===== config.mk =====
export PLATFORM = sky130hd
export DESIGN_NAME = findmax_arbiter
export DESIGN_NICKNAME = d
export VERILOG_FILES = /design/src/rtl/findmax_pkg.sv /design/src/rtl/findmax_core.sv /design/src/rtl/findmax_arbiter.sv
export SDC_FILE = /design/constraint.sdc
export NUM_CORES = 1
export LEC_CHECK = 0
export ABC_AREA = 1
export BUFFER_PORTS_ARGS = -buffer_cell sky130_fd_sc_hd__buf_2
export CORE_MARGIN = 4
export CORE_UTILIZATION = 55
export DETAILED_ROUTE_END_ITERATION = 8
export GPL_ROUTABILITY_DRIVEN = 0
export PLACE_DENSITY = 0.79
export REMOVE_ABC_BUFFERS = 1
export SETUP_SLACK_MARGIN = 0.3
export SYNTH_ARGS = -nofsm -noshare
export SYNTH_HDL_FRONTEND = slang
export SYNTH_SLANG_ARGS = --single-unit

===== constraint.sdc =====
create_clock -name CLK -period 3.9 [get_ports CLK]
set_input_delay 0.78 -clock CLK [delete_from_list [all_inputs] [get_ports CLK]]
set_output_delay 0.78 -clock CLK [all_outputs]
set_load 0.01 [all_outputs]

===== src/rtl/findmax_pkg.sv =====
// Shared types and width helpers for the findmax arbiter slice.
//   state_t    : arbiter FSM states
//   clog2_min1 : ceil(log2(n)) but never below 1, for index/owner widths
package findmax_pkg;

    typedef enum logic [1:0] {
        S_IDLE = 2'd0,
        S_RUN  = 2'd1,
        S_DONE = 2'd2
    } state_t;

    function automatic int clog2_min1(input int n);
        return (n > 1) ? $clog2(n) : 1;
    endfunction

endpackage


===== src/rtl/findmax_core.sv =====
// Running-max engine: tracks the largest unsigned sample seen since the last
// clear and the index it arrived at. The first sample after clr always loads;
// later samples replace the result only when strictly greater, so ties keep
// the earliest index.
// Ports:
//   CLK, RST_n   clock, async active-low reset
//   clr          restart the search (dominates en)
//   en           accept x/idx this cycle
//   x, idx       sample and its position in the burst
//   max, argmax  result including the sample being accepted this cycle
module findmax_core #(
    parameter int W    = 8,
    parameter int IDXW = 3
) (
    input  logic            CLK,
    input  logic            RST_n,
    input  logic            clr,
    input  logic            en,
    input  logic [W-1:0]    x,
    input  logic [IDXW-1:0] idx,
    output logic [W-1:0]    max,
    output logic [IDXW-1:0] argmax
);

    logic [W-1:0]    max_q;
    logic [IDXW-1:0] argmax_q;
    logic            loaded_q;

    // Outputs look through the accepting sample so the owner of this engine
    // can capture the final result on the same edge as the last sample.
    always_comb begin
        max    = max_q;
        argmax = argmax_q;
        if (en && (!loaded_q || (x > max_q))) begin
            max    = x;
            argmax = idx;
        end
    end

    always_ff @(posedge CLK or negedge RST_n) begin
        if (!RST_n) begin
            max_q    <= '0;
            argmax_q <= '0;
            loaded_q <= 1'b0;
        end else if (clr) begin
            max_q    <= '0;
            argmax_q <= '0;
            loaded_q <= 1'b0;
        end else begin
            max_q    <= max;
            argmax_q <= argmax;
            if (en) begin
                loaded_q <= 1'b1;
            end
        end
    end

endmodule


===== src/rtl/findmax_arbiter.sv =====
// Round-robin front end for one shared findmax_core. A granted requester
// streams LEN samples; the result (max, argmax, owner) is registered with a
// one-cycle done_r pulse.
//
// state  | meaning
// S_IDLE | no grant; pick next requester cyclically from rr_ptr, clear core
// S_RUN  | gnt held; accept owner samples, abort if owner drops req
// S_DONE | one-cycle tail after the last sample; advance rr_ptr
//
// Ports:
//   CLK, RST_n   clock, async active-low reset
//   req          per-requester burst request (level)
//   x_flat       samples, requester i at [i*W +: W]
//   x_valid      per-requester sample valid
//   gnt          one-hot registered grant
//   busy         high in RUN or DONE
//   done_r       one-cycle pulse, result registers just updated
//   max_r, argmax_r, owner_r   result of the last completed burst
module findmax_arbiter
    import findmax_pkg::*;
#(
    parameter int NREQ = 2,
    parameter int W    = 8,
    parameter int LEN  = 8,
    parameter int IDXW = clog2_min1(LEN),
    parameter int OWNW = clog2_min1(NREQ)
) (
    input  logic              CLK,
    input  logic              RST_n,
    input  logic [NREQ-1:0]   req,
    input  logic [NREQ*W-1:0] x_flat,
    input  logic [NREQ-1:0]   x_valid,
    output logic [NREQ-1:0]   gnt,
    output logic              busy,
    output logic              done_r,
    output logic [W-1:0]      max_r,
    output logic [IDXW-1:0]   argmax_r,
    output logic [OWNW-1:0]   owner_r
);

    localparam logic [IDXW-1:0] LAST_IDX = IDXW'(LEN - 1);
    localparam logic [OWNW-1:0] LAST_OWN = OWNW'(NREQ - 1);

    state_t          state, state_nxt;
    logic [OWNW-1:0] own, rr_ptr, own_next, sel;
    logic            found;
    logic [IDXW-1:0] count;
    logic [W-1:0]    sample;
    logic            accept, core_clr, core_en;
    logic [W-1:0]    core_max;
    logic [IDXW-1:0] core_argmax;

    // Cyclic scan from rr_ptr: walk downwards so the last hit written is the
    // nearest requester at or after the pointer.
    always_comb begin
        int j;
        found = 1'b0;
        sel   = '0;
        j     = 0;
        for (int i = NREQ - 1; i >= 0; i--) begin
            j = int'(rr_ptr) + i;
            if (j >= NREQ) begin
                j = j - NREQ;
            end
            if (req[j]) begin
                found = 1'b1;
                sel   = OWNW'(j);
            end
        end
    end

    assign own_next = (own == LAST_OWN) ? '0 : own + 1'b1;
    assign sample   = x_flat[int'(own)*W +: W];
    // A sample arriving with the owner's req already low belongs to an aborted
    // burst and is dropped.
    assign accept   = (state == S_RUN) && gnt[own] && req[own] && x_valid[own];
    assign busy     = (state != S_IDLE);

    always_comb begin
        state_nxt = state;
        core_clr  = 1'b0;
        core_en   = 1'b0;
        case (state)
            S_IDLE: begin
                if (found) begin
                    state_nxt = S_RUN;
                    core_clr  = 1'b1;
                end
            end
            S_RUN: begin
                if (!req[own]) begin
                    state_nxt = S_IDLE;
                end else if (accept) begin
                    core_en = 1'b1;
                    if (count == LAST_IDX) begin
                        state_nxt = S_DONE;
                    end
                end
            end
            S_DONE: begin
                state_nxt = S_IDLE;
            end
            default: begin
                state_nxt = S_IDLE;
            end
        endcase
    end

    always_ff @(posedge CLK or negedge RST_n) begin
        if (!RST_n) begin
            state    <= S_IDLE;
            rr_ptr   <= '0;
            own      <= '0;
            count    <= '0;
            gnt      <= '0;
            done_r   <= 1'b0;
            max_r    <= '0;
            argmax_r <= '0;
            owner_r  <= '0;
        end else begin
            state  <= state_nxt;
            done_r <= 1'b0;
            case (state)
                S_IDLE: begin
                    if (found) begin
                        gnt   <= NREQ'(1) << sel;
                        own   <= sel;
                        count <= '0;
                    end
                end
                S_RUN: begin
                    if (!req[own]) begin
                        gnt    <= '0;
                        rr_ptr <= own_next;
                    end else if (accept) begin
                        count <= count + 1'b1;
                        if (count == LAST_IDX) begin
                            gnt      <= '0;
                            done_r   <= 1'b1;
                            max_r    <= core_max;
                            argmax_r <= core_argmax;
                            owner_r  <= own;
                        end
                    end
                end
                S_DONE: begin
                    rr_ptr <= own_next;
                end
                default: ;
            endcase
        end
    end

    findmax_core #(
        .W    (W),
        .IDXW (IDXW)
    ) u_core (
        .CLK    (CLK),
        .RST_n  (RST_n),
        .clr    (core_clr),
        .en     (core_en),
        .x      (sample),
        .idx    (count),
        .max    (core_max),
        .argmax (core_argmax)
    );

endmodule


-- Yosys cells after proc, flatten, opt, wreduce, memory -nomap -nowiden
Index checks and enable logic that the tools add are counted.
- $add $sub $neg: 5
- muxes and demuxes: 50
- reduce and logical (&&, ||, !) cells: 17
- $lt $le $gt $ge: 6
- shift operators: 2
- equal/unequal tests: 9
- operators by type and width (cell ; count):
    32-bit by 3-bit less-than comparator with 1-bit output (second input constant) ; 2
    32-bit two-way mux ; 2
    1-bit two-way mux ; 29
    2-bit two-way mux ; 8
    8-bit two-way mux ; 2
    16-bit by 5-bit indexed part select with 8-bit output ; 1
    3-bit two-way mux ; 5
    4-bit AND reduction ; 3
    8-bit greater-than comparator ; 1
    2-bit case mux with 2 select lines ; 2
    2-bit nonzero test ; 4
    2-bit inequality test (second input constant) ; 3
    3-bit case mux with 2 select lines ; 1
    1-bit logical AND ; 4
    2-bit AND reduction ; 2
    3-bit by 1-bit adder with 3-bit output (second input constant) ; 1
    3-bit equality test (second input constant) ; 1
    3-bit by 2-bit inequality test with 1-bit output (second input constant) ; 1
    3-bit inequality test (second input constant) ; 1
    3-bit AND reduction ; 1
    1-bit by 2-bit subtractor with 3-bit output (second input constant) ; 1
    2-bit by 2-bit subtractor with 3-bit output (second input constant) ; 1
    1-bit by 1-bit adder with 2-bit output (second input constant) ; 1
    2-bit by 1-bit equality test with 1-bit output (second input constant) ; 1
    11 further kinds ; 11
- output and inout bits: 16
- input port bits: 22
- bits in registers: 34

-- Depth between registers and ports, before layout
- word-level depth: 11
- gate-level depth with buffers: 20
- mapped depth without buffers: 17

-- Cells and area by module
A second synthesis with hierarchy kept.
- cell total of the unflattened synthesis: 261
- area total of the unflattened synthesis: 2054.5 um^2
- by module, submodules not included (module ; times used ; area an instance (um^2) ; seq. area each (um^2) ; cells each):
    findmax_arbiter ; 1 ; 1127.3 ; 550.5 ; 136
    findmax_core ; 1 ; 927.1 ; 300.3 ; 125

-- Worst setup path before layout
No wires, ideal clock.
- path type: input-to-reg
- start: input port x_flat[14]
- end: register max_r[1]
- path buffers: 1
- setup slack: 1541 ps
- stages on the path: 14
- arrival time: 2242 ps
- path through: or2_2 -> o21ai_2 -> inv_1 -> ha_1 -> nand2_1 -> nor2_1 -> nand2_1 -> nand2_1 -> nand2_1 -> nand2_1 -> buf_2 -> nand3_1 -> nand3_1 -> nand2_1
- longest elaborated chain between the ends: 5
- RTL lines (item ; RTL line ; RTL):
    start, declared ; findmax_arbiter.sv:31 ; input logic [NREQ*W-1:0] x_flat,
    16-bit by 5-bit indexed part select with 8-bit output ; findmax_arbiter.sv:73 ; assign sample = x_flat[int'(own)*W +: W];
    8-bit greater-than comparator ; findmax_core.sv:34 ; if (en && (!loaded_q || (x > max_q))) begin
    1-bit logical OR ; findmax_core.sv:34 ;
    1-bit logical AND ; findmax_core.sv:34 ;
    8-bit two-way mux ; findmax_core.sv:34 ;
    end signal, assigned ; findmax_arbiter.sv:140 ; max_r <= core_max;
    end, declared ; findmax_arbiter.sv:36 ; output logic [W-1:0] max_r,
Every way passes these cells.
A chain may end at the register's enable or synchronous reset.

-- Final worst setup path
- start: register own
- end: register max_r[3]
- longest elaborated chain between the ends: 10
- RTL lines (item ; RTL line ; RTL):
    start, declared ; findmax_arbiter.sv:45 ; logic [OWNW-1:0] own, rr_ptr, own_next, sel;
    start signal, assigned ; findmax_arbiter.sv:127 ; own <= sel;
    parallel branches: the longest is 10 deep, another holds 8-bit greater-than comparator ; -- ;
Several ways; the timed one is not identified. The select of a mux whose other input is x is not followed.

==> metrics <==
Final Skew=0.00538 ns; RSZ-0062 raised after global routing=false; xor and xnor area share after synthesis=0; initial antenna violation count=0; launching element type of the critical path=register; WL per Instance=12.5 um; maximum ir drop on the vdd rail=0.323 mV; R2R cell count=14; CP Cell Sequence=inv_2 -> or2_2 -> o21ai_2 -> inv_1 -> ha_1 -> nand2_1 -> nor2_1 -> nand4_1 -> nand2_1 -> nand2_1 -> nand2_2 -> nand2_1 -> nand3_1 -> nand2_1; vias in the first global route=1523; Leak=around 1.2 nW; result of the run=finished clean; First-pass DRT Iterations=5; number of ports placed on the die boundary=38; number of hold violations in the final report=0; worst endpoint required time=4.13 ns; number of stages on the worst setup path=14; number of synthesized flops with an enable pin=0; Synth area leader=dfrtp_1; number of nets with antenna violations after routing=0; combinational family with the most area after synthesis=simple AND/OR/NAND/NOR gates; CP delay by family, top=simple AND/OR/NAND/NOR gates; CTS clk-pin slew, worst paths=0.09 ns; Crit Path Category=reg -> reg; Clock Latency Late Sink=0.33 ns; total of hold buffers inserted after clock tree synthesis=0; summed instance area of the synthesized netlist=1850 um2; maximum buffer depth of the clock tree=2; synthesized-area fraction occupied by and/or/nand/nor cells=0.288; fraction of the mapped netlist area in adder cells=0.0678; share of Yosys cell area claimed by the top area cell type=0.461; Sum Neg Setup Slack=0 ns; min-delay worst type=reg -> reg; clock tree root buffer cell=clkbuf_4; dominant cell type by count on the critical path=nand2_1; Vert. Die Dim=around 66 um; clock net sink count=34; count of final setup violators=0; register area share after synthesis=0.461; HPWL after DPL=2.84 mm; routed wire length=3.95 mm; top fanout value on the critical path=12; post-synthesis async set-or-reset flop share=1.00; total number of vias=~1600; Least-Margin Pin Slew=0.750 ns; relative slew slack=0.500; Remaining DRCs=0; Slowest Stage Delay on Critical Path=between 0.6 and 0.7 ns; Compound-Gate Fraction of Synth Area=0.0719; maximum operating frequency=approximately 350 MHz; WP data arrival=3.07 ns; pin count of the biggest net entering global routing=35; IO buf count=37; number of antenna diodes=0; area enclosed by the die boundary=about 4300 um2; Hold Path Stages=2; global route total overflow=0; most frequently used cell type in the post-synthesis netlist=nand2_1; most used standard cells in the synthesized netlist=nand2_1 (69), dfrtp_1 (34), inv_1 (32), nand3_1 (25), nor2_1 (17); gate count after technology mapping=roughly 240; GRT Resource Usage Total=0.202; standard cell area after detailed placement=2030 um2; final critical path time including I/O delays and setup=around 2.8 ns; clock buffers created by TritonCTS=5; standard cell with the maximum stage delay on the critical path=dfrtp_1; fraction of final layout cells with drive strength greater than 1=0.199; number of pins with negative max-slew slack in the final report=0; count of yosys warnings during synthesis=0; P&R area growth vs syn=12.5%; number of maximum-capacitance constraint violations=0; cells taking the most area after synthesis=dfrtp_1 (46%), nand2_1 (14%), ha_1 (6.8%); Core Box Area=3130 um2; first-pass GRT wire length=6.66 mm; clock tree from TritonCTS=built; share of the clock period used by the worst path after layout=0.729; DRT iter0 DRCs=57; Post-CTS Setup Repair Bufs=0; distinct cell type count after synthesis=25; die span in x=65.9 um; row count=20; power density over the cells=579 nW/um2; CTS resizes=0; number of nets at the end of the flow=304; final design instance area without fill=2080 um2; synthesized area per cell=7.85 um2; starting density of the core=0.590; share of cell area taken by muxes after synthesis=0.00542; combined buffer and inverter count along the critical path=2; CTS H-Tree Depth=2; average via count per standard cell=4.93; ys flop type=dfrtp_1; CP Capture Type=register; Seq cells post-synth=34
placed cells by master, fill, tap and decap left out, types with 2 or more instances in the layout:
cell / instances
or2_1: 4
o21ai_0: 14
nor2_1: 17
clkbuf_1: 2
ha_1: 10
nand2_1: 69
inv_1: 32
buf_2: 37
a21oi_1: 5
or2_2: 2
nand3_1: 25
dfrtp_1: 34
o21ai_2: 2
inv_2: 2
nand2_2: 2
clkbuf_4: 5
layout make-up:
| class | count | area [um2] |
|---|---|---|
| Fill cell | 282 | 1050 |
| Sequential cell | 34 | 851 |
| Multi-Input combinational cell | 158 | 800 |
| Timing Repair Buffer | 38 | 193 |
| Inverter | 35 | 134 |
| Tap cell | 44 | 55.1 |
| Clock buffer | 7 | 45.0 |
worst register-to-register path: cells and delay by family, from the launching register on:
family,cells,cell delay (ns)
fa+ha+maj,1,0.26
simple gates,10,1.54
buf+inv,2,0.24
flops,1,0.62
compound gates,1,0.07
layer usage:
layer	vias up	GRT usage	wire, um
met5	-	0	0
li1	804	-	-
met1	698	0.254	1790
met3	7	0.0374	235
met2	48	0.340	1870
met4	0	0.0777	53
flip-flops by register name (all words and copies together), names as in the netlist:
signal and cells:
max_r 8, u_core.max_q 8, argmax_r 3, count 3, u_core.argmax_q 3, gnt 2, state 2, done_r 1
own 1, owner_r 1, rr_ptr 1, u_core.loaded_q 1
stage by stage:
stage	util	power (W)	hold WS, ns	setup WS (ns)	cells
after floorplan	-	0.000889	0.467	1.43	227
after global placement	0.650	0.00102	0.461	1.06	309
after detailed placement	0.650	0.00103	0.459	1.02	309
after CTS	0.664	0.00121	0.487	1.08	316
after global routing	0.664	0.00133	0.508	0.692	316
final	0.664	0.00120	0.481	1.06	316
kinds of logic (layout without fill, tap and decap cells):
logic type / count (synthesis) / count (layout)
adders and majority gates: 10 / 10
DFF: 34 / 34
and+or+nand+nor: 123 / 123
AOI/OAI and AO/OA: 24 / 24
buffers and inverters: 43 / 80
muxes: 1 / 1
final timing paths:
check	start	slack [ns]	end
worst max-delay path	own$_DFFE_PN0P_	1.06	max_r[3]$_DFFE_PN0P_
max in group asynchronous	RST_n	2.92	own$_DFFE_PN0P_
worst max register to register	own$_DFFE_PN0P_	1.06	max_r[3]$_DFFE_PN0P_
min in group asynchronous	RST_n	0.51	u_core.max_q[7]$_DFF_PN0_
worst min-delay path	max_r[7]$_DFFE_PN0P_	0.48	max_r[7]$_DFFE_PN0P_
worst min register to register	max_r[7]$_DFFE_PN0P_	0.48	max_r[7]$_DFFE_PN0P_
where the power goes:
group / switching [W] / internal (W)
logic: 0.000341 / 0.000199
registers: 0.0000514 / 0.000435
clock network: 0.000109 / 0.0000679
Note: power is estimated with default switching activity, not from simulation.
